File: config.mk
export PLATFORM = sky130hd
export DESIGN_NAME = csr_spmv_engine
export DESIGN_NICKNAME = d
export VERILOG_FILES = /design/src/rtl/spmv_pkg.sv /design/src/rtl/spmv_mac.sv /design/src/rtl/csr_spmv_engine.sv
export SDC_FILE = /design/constraint.sdc
export NUM_CORES = 1
export LEC_CHECK = 0
export ABC_AREA = 1
export CAP_MARGIN = 20
export CORE_MARGIN = 3
export CORE_UTILIZATION = 25
export CTS_CLUSTER_DIAMETER = 30
export DETAILED_ROUTE_END_ITERATION = 8
export PLACE_DENSITY_LB_ADDON = 0.3
export SLEW_MARGIN = 10
export SYNTH_ARGS = -nofsm -noshare
export SYNTH_HDL_FRONTEND = slang
export SYNTH_SLANG_ARGS = --single-unit
export TNS_END_PERCENT = 50
File: constraint.sdc
create_clock -name clk -period 10 [get_ports clk]
set_input_delay 3 -clock clk [delete_from_list [all_inputs] [get_ports clk]]
set_output_delay 3 -clock clk [all_outputs]
set_load 0.05 [all_outputs]
File: src/rtl/spmv_pkg.sv
// rtl/spmv_pkg.sv - shared constants, FSM state type and saturating shift for the CSR SpMV engine
package spmv_pkg;

   localparam int DW_DEF      = 16;
   localparam int FRAC_DEF    = 8;
   localparam int NNZ_MAX_DEF = 1024;

   typedef enum logic [3:0] {
      S_IDLE,
      S_INIT,
      S_BASE,
      S_SETUP,
      S_MAC,
      S_DRAIN1,
      S_DRAIN2,
      S_WRITE,
      S_FETCH,
      S_DONE
   } state_t;

   // Accumulator is wide enough to sum NNZ_MAX full-precision products without overflow.
   function automatic int acc_width(input int dw, input int nnz_max);
      return 2 * dw + $clog2(nnz_max);
   endfunction

   localparam int ACC_W_DEF = 2 * DW_DEF + $clog2(NNZ_MAX_DEF);

   function automatic logic signed [63:0] sat_shift(input logic signed [63:0] a,
                                                    input int frac, input int dw);
      logic signed [63:0] s, hi, lo;
      s  = a >>> frac;
      hi = (64'sd1 <<< (dw - 1)) - 64'sd1;
      lo = -hi - 64'sd1;
      if (s > hi)
         return hi;
      else if (s < lo)
         return lo;
      return s;
   endfunction

endpackage

File: src/rtl/spmv_mac.sv
// rtl/spmv_mac.sv - two-stage multiply-accumulate with clear and saturated Q-format output
module spmv_mac
   import spmv_pkg::*;
#(
   parameter int DW   = DW_DEF,
   parameter int FRAC = FRAC_DEF,
   parameter int AW   = ACC_W_DEF
) (
   input  logic                 clk,
   input  logic                 rst,
   input  logic                 clear,
   input  logic                 issue,
   input  logic signed [DW-1:0] val_in,
   input  logic signed [DW-1:0] x_in,
   output logic                 stage1,
   output logic [DW-1:0]        y_sat
);

   logic                   stage2;
   logic signed [DW-1:0]   val_q;
   logic signed [AW-1:0]   acc;
   logic signed [2*DW-1:0] prod;

   assign prod  = (2*DW)'(val_q) * (2*DW)'(x_in);
   assign y_sat = DW'(sat_shift(64'(acc), FRAC, DW));

   // stage1: val/col arrive from memory; stage2: matching x arrives and is accumulated.
   always_ff @(posedge clk) begin
      if (rst) begin
         stage1 <= 1'b0;
         stage2 <= 1'b0;
         val_q  <= '0;
         acc    <= '0;
      end else begin
         stage1 <= issue;
         stage2 <= stage1;
         if (stage1)
            val_q <= val_in;
         if (clear)
            acc <= '0;
         else if (stage2)
            acc <= acc + AW'(prod);
      end
   end

endmodule

File: src/rtl/csr_spmv_engine.sv
// rtl/csr_spmv_engine.sv - CSR sparse matrix-vector multiplier, one nonzero per cycle, row-by-row writeback
module csr_spmv_engine
   import spmv_pkg::*;
#(
   parameter int N       = 100,
   parameter int NNZ_MAX = NNZ_MAX_DEF,
   parameter int DW      = DW_DEF,
   parameter int FRAC    = FRAC_DEF
) (
   input  logic                         clk,
   input  logic                         rst,
   input  logic                         start,
   output logic                         busy,
   output logic                         done,
   output logic                         err,
   output logic [$clog2(N+1)-1:0]       rp_addr,
   input  logic [$clog2(NNZ_MAX+1)-1:0] rp_data,
   output logic [$clog2(NNZ_MAX)-1:0]   nz_addr,
   input  logic [DW-1:0]                nz_val,
   input  logic [$clog2(N)-1:0]         nz_col,
   output logic [$clog2(N)-1:0]         x_addr,
   input  logic [DW-1:0]                x_data,
   output logic                         y_we,
   output logic [$clog2(N)-1:0]         y_addr,
   output logic [DW-1:0]                y_data
);

   localparam int RPW = $clog2(N + 1);
   localparam int KW  = $clog2(NNZ_MAX + 1);
   localparam int CW  = $clog2(N);
   localparam int NZA = $clog2(NNZ_MAX);
   localparam int AW  = acc_width(DW, NNZ_MAX);

   state_t          state, state_n;
   logic [KW-1:0]   k, row_end;
   logic [CW-1:0]   r;
   logic            bad_row, row_empty, issue, clear, stage1;
   logic [DW-1:0]   y_sat;

   // A row end behind the current pointer or past the memory is flagged and written as zero.
   assign bad_row   = (rp_data < k) || (rp_data > KW'(NNZ_MAX));
   assign row_empty = bad_row || (rp_data == k);
   assign x_addr    = stage1 ? nz_col : '0;
   assign busy      = (state != S_IDLE);
   assign done      = (state == S_DONE);

   spmv_mac #(.DW(DW), .FRAC(FRAC), .AW(AW)) u_mac (
      .clk    (clk),
      .rst    (rst),
      .clear  (clear),
      .issue  (issue),
      .val_in (nz_val),
      .x_in   (x_data),
      .stage1 (stage1),
      .y_sat  (y_sat)
   );

   always_ff @(posedge clk) begin
      if (rst) begin
         state   <= S_IDLE;
         k       <= '0;
         row_end <= '0;
         r       <= '0;
         err     <= 1'b0;
      end else begin
         state <= state_n;
         case (state)
            S_IDLE:  if (start) begin
                        err <= 1'b0;
                        r   <= '0;
                     end
            S_BASE:  k <= rp_data;
            S_SETUP: begin
                        row_end <= rp_data;
                        if (bad_row)
                           err <= 1'b1;
                     end
            S_MAC:   k <= k + KW'(1);
            S_WRITE: r <= r + CW'(1);
            default: ;
         endcase
      end
   end

   always_comb begin
      state_n = state;
      rp_addr = '0;
      nz_addr = '0;
      issue   = 1'b0;
      clear   = 1'b0;
      y_we    = 1'b0;
      y_addr  = '0;
      y_data  = '0;
      case (state)
         S_IDLE:   if (start) state_n = S_INIT;
         S_INIT:   state_n = S_BASE;
         S_BASE:   begin
                      rp_addr = RPW'(1);
                      state_n = S_SETUP;
                   end
         S_SETUP:  begin
                      clear   = 1'b1;
                      state_n = row_empty ? S_WRITE : S_MAC;
                   end
         S_MAC:    begin
                      nz_addr = NZA'(k);
                      issue   = 1'b1;
                      if (k + KW'(1) == row_end)
                         state_n = S_DRAIN1;
                   end
         S_DRAIN1: state_n = S_DRAIN2;
         S_DRAIN2: state_n = S_WRITE;
         S_WRITE:  begin
                      y_we    = 1'b1;
                      y_addr  = r;
                      y_data  = y_sat;
                      state_n = (r == CW'(N - 1)) ? S_DONE : S_FETCH;
                   end
         S_FETCH:  begin
                      rp_addr = RPW'(r) + RPW'(1);
                      state_n = S_SETUP;
                   end
         S_DONE:   state_n = S_IDLE;
         default:  state_n = S_IDLE;
      endcase
   end

endmodule

==> results of run 1 <==
==> metrics by stage <==
step / utilization, % / instances / instance area (um2) / setup WS (ns) / power, uW
after global placement: 28.2 / 3555 / 20700 / 0.191 / 2170
after CTS: 28.5 / 3570 / 20900 / 0.562 / 2550
after global routing: 28.6 / 3571 / 21000 / 0.221 / 2830
after detailed placement: 28.2 / 3555 / 20700 / 0.147 / 2170
after floorplan: - / 2563 / 18600 / 0.948 / 1710
final: 28.6 / 3572 / 21000 / 0.749 / 2510
==> state kept, by name, summed over array words and instances, names as in the netlist, 4 cells and up <==
name / cells
row_end: 11
k: 11
u_mac.val_q: 16
u_mac.acc: 42
r: 7
state: 4
==> layout make-up <==
cell class	instances	area [um2]
antenna	1	2.50
clock buffer	10	239
clock inverter	5	42.5
fill	8116	52400
inverter	735	2760
multi-input combinational	1639	13600
sequential	94	1880
tap	959	1200
timing repair buffer	129	1240
==> cells in the final DEF, fill, tap and decap left out, drive strengths merged <==
cell type | synthesis | routed
a221oi | 2 | 2
clkinvlp | 0 | 1
nor4 | 12 | 12
o2111ai | 3 | 3
o21bai | 6 | 6
clkbuf | 79 | 10
a21boi | 1 | 1
o22ai | 2 | 2
o221ai | 1 | 1
nand2 | 574 | 574
xnor2 | 7 | 7
nor3 | 6 | 6
or2 | 6 | 6
diode | 0 | 1
o21ai | 89 | 89
and2 | 1 | 1
nand3 | 86 | 86
o21a | 2 | 2
a41oi | 1 | 1
ha | 132 | 132
dfxtp | 94 | 94
fa | 338 | 338
buf | 16 | 26
nand3b | 6 | 6
clkinv | 1 | 3
clkdlybuf4s50 | 0 | 103
a21oi | 117 | 117
xor2 | 18 | 18
inv | 734 | 736
a21o | 3 | 3
nor2 | 205 | 205
nand4 | 20 | 20
a31oi | 1 | 1
==> worst paths after layout <==
kind,end,slack [ns],from,cells past startpoint
hold reg to reg,r[6],0.47,r[6],2
setup / recovery,u_mac.acc[35],0.75,x_data[1],23
hold / removal,r[6],0.47,r[6],2
setup reg to reg,u_mac.acc[28],3.11,u_mac.val_q[15],22
==> critical path, cell delays in order <==
cell and delay [ns]:
clkdlybuf4s50_1 0.50, nand2_1 0.16, inv_1 0.11, fa_2 0.60, inv_1 0.13, fa_1 0.95
fa_2 0.67, fa_1 0.62, inv_1 0.14, fa_1 0.55, inv_1 0.05, fa_1 0.52
inv_1 0.04, ha_1 0.34, a21oi_1 0.23, o21ai_0 0.21, o21bai_1 0.20, nor2_1 0.14
nand2_1 0.07, nand2_1 0.05, nand3_1 0.09, nand2_1 0.09, inv_1 0.04
==> layer usage <==
metal | vias to the layer above | global-route usage [%] | wire (um)
met5 | - | 0 | 0
met1 | 7443 | 20.9 | 26400
li1 | 7538 | - | -
met2 | 220 | 22.7 | 24300
met4 | 0 | 2.96 | 743
met3 | 35 | 1.00 | 1500
==> cell families after synthesis <==
logic type	Yosys count	share of synthesized area, %
xor gates and xnor gates	25	1.18
adders and majority gates	470	45.2
buffers and inverters	830	16.9
and+or+nand+nor	916	20.1
DFF	94	10.1
AOI/OAI and AO/OA	228	6.51
==> power breakdown <==
part	leakage (uW)	internal, uW	switching [uW]	total [uW]
Combinational	0.0107	598	1100	1700
Sequential	0.000761	406	52.7	459
Clock	0.000136	177	181	358
==> synth_stat cells, types with 12 or more instances <==
cell and instances:
fa_1 338, o21ai_0 80, a21oi_1 117, inv_1 732
dfxtp_1 94, ha_1 132, nand4_1 20, nand3_1 84
nand2_1 570, nor2_1 194, buf_2 13, xor2_1 18
clkbuf_1 77, nor4_1 12
==> results by stage, run 1 <==
STA:
- The total negative setup slack is 0 ns.
- The headroom to the max-slew limit is 33.4%.
- After layout, the worst path uses 92.5% of the clock period.
- The minimum hold slack is 0.472 ns.
- The number of pins exceeding their max-slew limit in the final report is 0.
- The final clock skew is 0.0193 ns.
- Setup repair after global routing left no endpoint under its margin.
- The actual transition at the worst max-transition pin is 0.998 ns.
- The count of final hold-check violations came to 0.
- Timing would allow up to 0.108 GHz.
- The number of endpoints failing setup at the final stage is 0.
- The final critical-path required period is 9.25 ns.

Power and ir drop:
- The power density over the cells is 120 nW/um2.
- The standby leakage power is 0.0116 uW.
- The largest vdd supply drop is 0.0739 mV.

Global route:
- The number of antenna violations at the first check in global routing is 1.
- The wire length of the first global-routing pass is 87.5 mm.
- The total global routing overflow is 0.
- The pin count of the biggest net entering global routing is 41.
- The number of global-route vias before repair is 15534.
- Global routing consumed, over all layers together, 14.1% of the routing resources.

Critical path:
- Data on the critical path arrives at its endpoint at 9.53 ns.
- For the worst setup path, the data required time is 10.28 ns.
- The startpoint kind of the worst setup timing path is an input port.
- Of all nets on the critical path, the largest fanout is 8.
- The kind of end point of the critical path is a flop.
- The critical path is of the in2reg type.

Placed design:
- The detailed-placement wirelength estimate is 45.5 mm.
- The global placement routability congestion is 0.878.
- In this run the tool buffered the top-level ports with 103 buffer cells.

Floorplan:
- The initial core utilization is 25.4%.
- The area of the core is 73300 um2.
- In this run the count of I/O pins placed on the die edge is 104.
- The die covers 77800 um2.
- The chip width is 279 um.
- The number of standard-cell rows in the floorplan is 99.
- The die height is 279 um.

Logic synthesis:
- The count of flip-flops with a built-in enable after synthesis is 0.
- By area the synthesized netlist is led by fa_1 (36%), inv_1 (15%), nand2_1 (11%).
- The largest area contributor in the synthesized netlist is fa_1.
- The top cell type by area accounts for 36.3% of the synthesized area.
- Yosys mapped the design onto 44 distinct sky130hd cell types.
- The flip-flop and latch count after synthesis is 94.
- Of all flip-flops after synthesis, the portion carrying an async set or reset was 0%.
- When the netlist entered floorplanning its net count stood at 3086.
- The share of the Yosys chip area taken by registers is 10.1%.
- Yosys printed 0 warnings.
- For this run, the leading register cell type out of synthesis is dfxtp_1.
- The synthesized area per cell is 7.26 um2.
- The cell count after synthesis came out at 2563.
- The cell area that synthesis handed to floorplanning was 18600 um2.

Cells and area:
- In the final design database the tool counted 3131 nets.
- The fraction of layout cells with a size suffix above 1 is 2.64%.
- The relative area change from synthesis to final layout is 12.6%.

Min path:
- The tightest min-delay check is of the reg2reg type.

Clock tree:
- The clock reaches the later pin of the worst-skew pair after 0.38 ns.
- In this run, post-CTS repair resized a total of 0 instances.
- TritonCTS built the clock tree.
- Counting every sink on the clock net gives 94.
- The clock slew at the register clock pins of the worst setup and hold paths is 0.08 ns.
- The root cell of the clock tree is clkbuf_16.
- The deepest clock path buffer count is 2.
- The post-CTS setup-driven buffer insertion count is 0.
- Counting the buffers created by CTS gives 9.
- The clock tree synthesis step divided the H-tree into 3 levels.
- The number of hold buffers added after CTS is 0.

Status:
- The flow ran to the end, and the final reports show no timing, DRC or antenna violations.

Drt:
- Dividing the detail-routed via count by the number of cells gives 4.27.
- The number of design-rule violations left by the first detailed-router iteration is 936.
- The DRC violation count after routing is 0.
- The number of detailed-route iterations in the first pass is 7.
- After detailed routing, the total wire length is 52.9 mm.
- The final routed wire length divided by cell count is 14.8 um.
- The routed via count is 15236.
- Once detail routing completed, the nets flagged for antenna violations numbered 0.

Run:
- The tool flagged a number of max-cap violations equal to 0.
Power figures use the tool's default switching activity.
==> inputs of run 2 (changes only) <==
- CORE_MARGIN: 3 -> 1
- REMOVE_ABC_BUFFERS: unset -> 1
==> results by stage, run 2 (synthesis results as in run 1) <==
Status:
- The flow ran to the end, but the final reports show violations.
- The final reports fail on design-rule violations.

Clock tree:
- TritonCTS built the clock tree.
- The insertion delay to the later sink of the worst-skew pair came to 0.39 ns (about the same).
- The deepest clock path buffer count is 2 (unchanged).
- The post-cts repair resize count came to 0 (unchanged).
- The tree is rooted in a clkbuf_16.
- The H-tree level count is 3 (unchanged).
- The post-CTS setup-driven buffer insertion count came to 0 (unchanged).
- The clock slew at the register clock pins of the worst setup and hold paths came to 0.08 ns (about the same).
- The number of hold buffers added after CTS was 0 (unchanged).
- The clock sink count came to 94 (unchanged).
- The clock buffer count from CTS came to 9 (unchanged).

Critical path:
- The number of cells on the worst reg-to-reg path is 27 (+23%).
- The gate family responsible for the most delay along the worst path is adder cells.
- The worst register-to-register path begins at u_mac.val_q[15].
- The endpoint identified for the worst register-to-register timing path is u_mac.acc[39].
- The critical path buffer and inverter count is 9 (+2).
- The worst stage delay on the critical path came to 0.59 ns (-0.36 ns).
- The kind of end point of the critical path is a flop.
- The total number of cells along the worst setup path is 27 (+17%).
- The data arrival time of the critical path is 9.32 ns (-0.21 ns).
- The register-to-register setup slack is 3.40 ns (+0.29 ns).
- The critical path is of the in2reg type.
- The endpoint required time on the critical path is 10.29 ns (about the same).
- The slowest stage of the critical path is the fa_1 cell.
- STA classifies the critical path startpoint as an input port.
- The biggest fanout along the worst timing path is 7 (-1).

STA:
- The highest attainable clock frequency is 0.111 GHz (+2.4%).
- The headroom to the max-slew limit is 32.2% (-1.2 points).
- The final critical-path required period was 9.03 ns (-0.220 ns).
- The count of final hold-check violations came to 0 (unchanged).
- The final worst-path cycle share is 90.3% (-2.2 points).
- The number of endpoints failing setup at the final stage is 0 (unchanged).
- Setup repair after global routing left no endpoint under its margin.
- The total negative setup slack is 0 ns (unchanged).
- The actual transition at the worst max-transition pin was 1.02 ns (+0.0178 ns).
- The final clock skew is 0.0185 ns (-0.000793 ns).
- The number of pins exceeding their max-slew limit in the final report came to 0 (unchanged).

Cells and area:
- The non-filler instance count after layout came to 3586 (+0.39%).
- The relative area change from synthesis to final layout is 13.2%.
- Ranked by flip-flop count, first place goes to u_mac.acc.
- The fraction of layout cells with a size suffix above 1 is 3.08% (+0.44 points).
- The total number of nets in the final design is 3144 (+0.42%).
- The number of flip-flops in the largest register was 42 (unchanged).
- In the final layout, the registers with the most flip-flops are u_mac.acc: 42 flops, u_mac.val_q: 16 flops.
- The library cell used most frequently in the layout, excluding fill and tap cells, is inv_1.
- In the layout the commonest cells are inv_1 (732), nand2_1 (570), fa_1 (337).

Floorplan:
- The area of the core is 73300 um2 (unchanged).
- The die height is 275 um (-1.4%).
- The overall die area is 75600 um2 (-2.8%).
- The chip width is 275 um (-1.4%).
- The I/O pin total is 104 (unchanged).
- The number of standard-cell rows in the floorplan is 99 (unchanged).
- The initial core utilization is 25.4% (unchanged).

Drt:
- The number of design-rule violations left by the first detailed-router iteration is 812 (-13%).
- The count of antenna-violating nets left after detailed routing is 0 (unchanged).
- The number of detailed-route iterations in the first pass is 7 (unchanged).
- The total length of routed wires is 51.5 mm (-2.7%).
- The number of vias per cell after detailed routing is 4.24 (-0.56%).
- The final routed wire length divided by cell count is 14.4 um (-3.1%).
- The DRC violation count after routing is 12 (+12).
- The routed via count is 15210 (-0.17%).

Placed design:
- The quantity of I/O buffers inserted on ports is 103 (unchanged).
- The global placement routability congestion is 0.929 (+5.8%).
- The number of cells in the design after placement is 3568 (+0.37%).
- The detailed-placement wirelength estimate came to 43.9 mm (-3.5%).

Global route:
- The overall track demand over capacity in global routing is 14.2% (+0.12 points).
- The wire length of the first global-routing pass is 84.9 mm (-3.0%).
- The number of global-route vias before repair is 15571 (+0.24%).
- The total global routing overflow is 0 (unchanged).
- The pin count of the biggest net entering global routing is 41 (unchanged).
- The number of antenna violations at the first check in global routing is 0 (-1).

Power and ir drop:
- The largest vdd supply drop is 0.0954 mV (+29%).
- The standby leakage power is 0.0117 uW (+0.64%).
- The total power after layout is 2520 uW (about the same).
- The power density over the cells is 119 nW/um2 (-0.48%).

Min path:
- The path with the worst hold slack has its endpoint at r[6].
- The hold-critical path depth is 2 (unchanged).
- The min-delay analysis places its worst path in the category reg2reg.
- The start point of the worst min-delay path is r[6].

Run:
- The number of maximum-capacitance violations is 0 (unchanged).
[run 2: area by class of cell]
type,instances,area (um2)
Fill cell,8060,52300
Inverter,735,2760
Clock inverter,6,53.8
Sequential cell,94,1880
Timing Repair Buffer,142,1360
Tap cell,959,1200
Antenna cell,1,2.50
Multi-Input combinational cell,1639,13600
Clock buffer,10,229
[run 2: worst reg2reg max path, cell delays in order (launching register included)]
cell     delay [ns]
dfxtp_1        0.31
buf_4          0.31
nand2_1        0.17
inv_1          0.15
fa_2           0.47
inv_1          0.22
fa_1           0.59
buf_4          0.26
fa_1           0.54
inv_1          0.04
fa_1           0.46
fa_1           0.54
inv_1          0.06
fa_1           0.54
inv_1          0.04
ha_1           0.36
nand2_1        0.10
nand2_1        0.09
inv_1          0.06
o21ai_0        0.13
a21oi_1        0.45
nand2_1        0.18
nand2_1        0.12
nand3_1        0.08
nand2_1        0.07
nand3_1        0.06
nand2_1        0.08
inv_1          0.04
[run 2: through the flow]
stage	utilization, %	setup slack (ns)	area, um2	hold slack, ns
6_report	28.7	0.969	21100	0.470
5_1_grt	28.7	0.422	21100	0.481
4_1_cts	28.7	0.950	21100	0.474
3_5_place_dp	28.3	0.522	20800	0.463
3_3_place_gp	28.3	0.557	20700	0.457
2_1_floorplan	-	1.19	18200	0.439
[run 2: layer usage]
layer,global-route usage [%],vias up,wire length [um]
met5,0,-,0
met2,24.1,231,24600
met4,2.05,0,415
li1,-,7564,-
met3,1.34,29,1400
met1,20.0,7386,25100
[run 2: where the power goes]
group | switching, uW | internal (uW) | total (uW)
logic | 1110 | 597 | 1700
clock network | 191 | 174 | 365
registers | 41.7 | 406 | 447
total | 1340 | 1180 | 2510
[run 2: how the worst max path moves through the flow]
stage          startpoint       endpoint  slack (ns)
2_1_floorplan   x_data[1]  u_mac.acc[41]        1.19
3_3_place_gp    x_data[1]  u_mac.acc[41]        0.56
3_5_place_dp    x_data[1]  u_mac.acc[41]        0.52
4_1_cts         x_data[1]  u_mac.acc[41]        0.95
5_1_grt         x_data[1]  u_mac.acc[41]        0.42
6_report        x_data[1]  u_mac.acc[39]        0.97
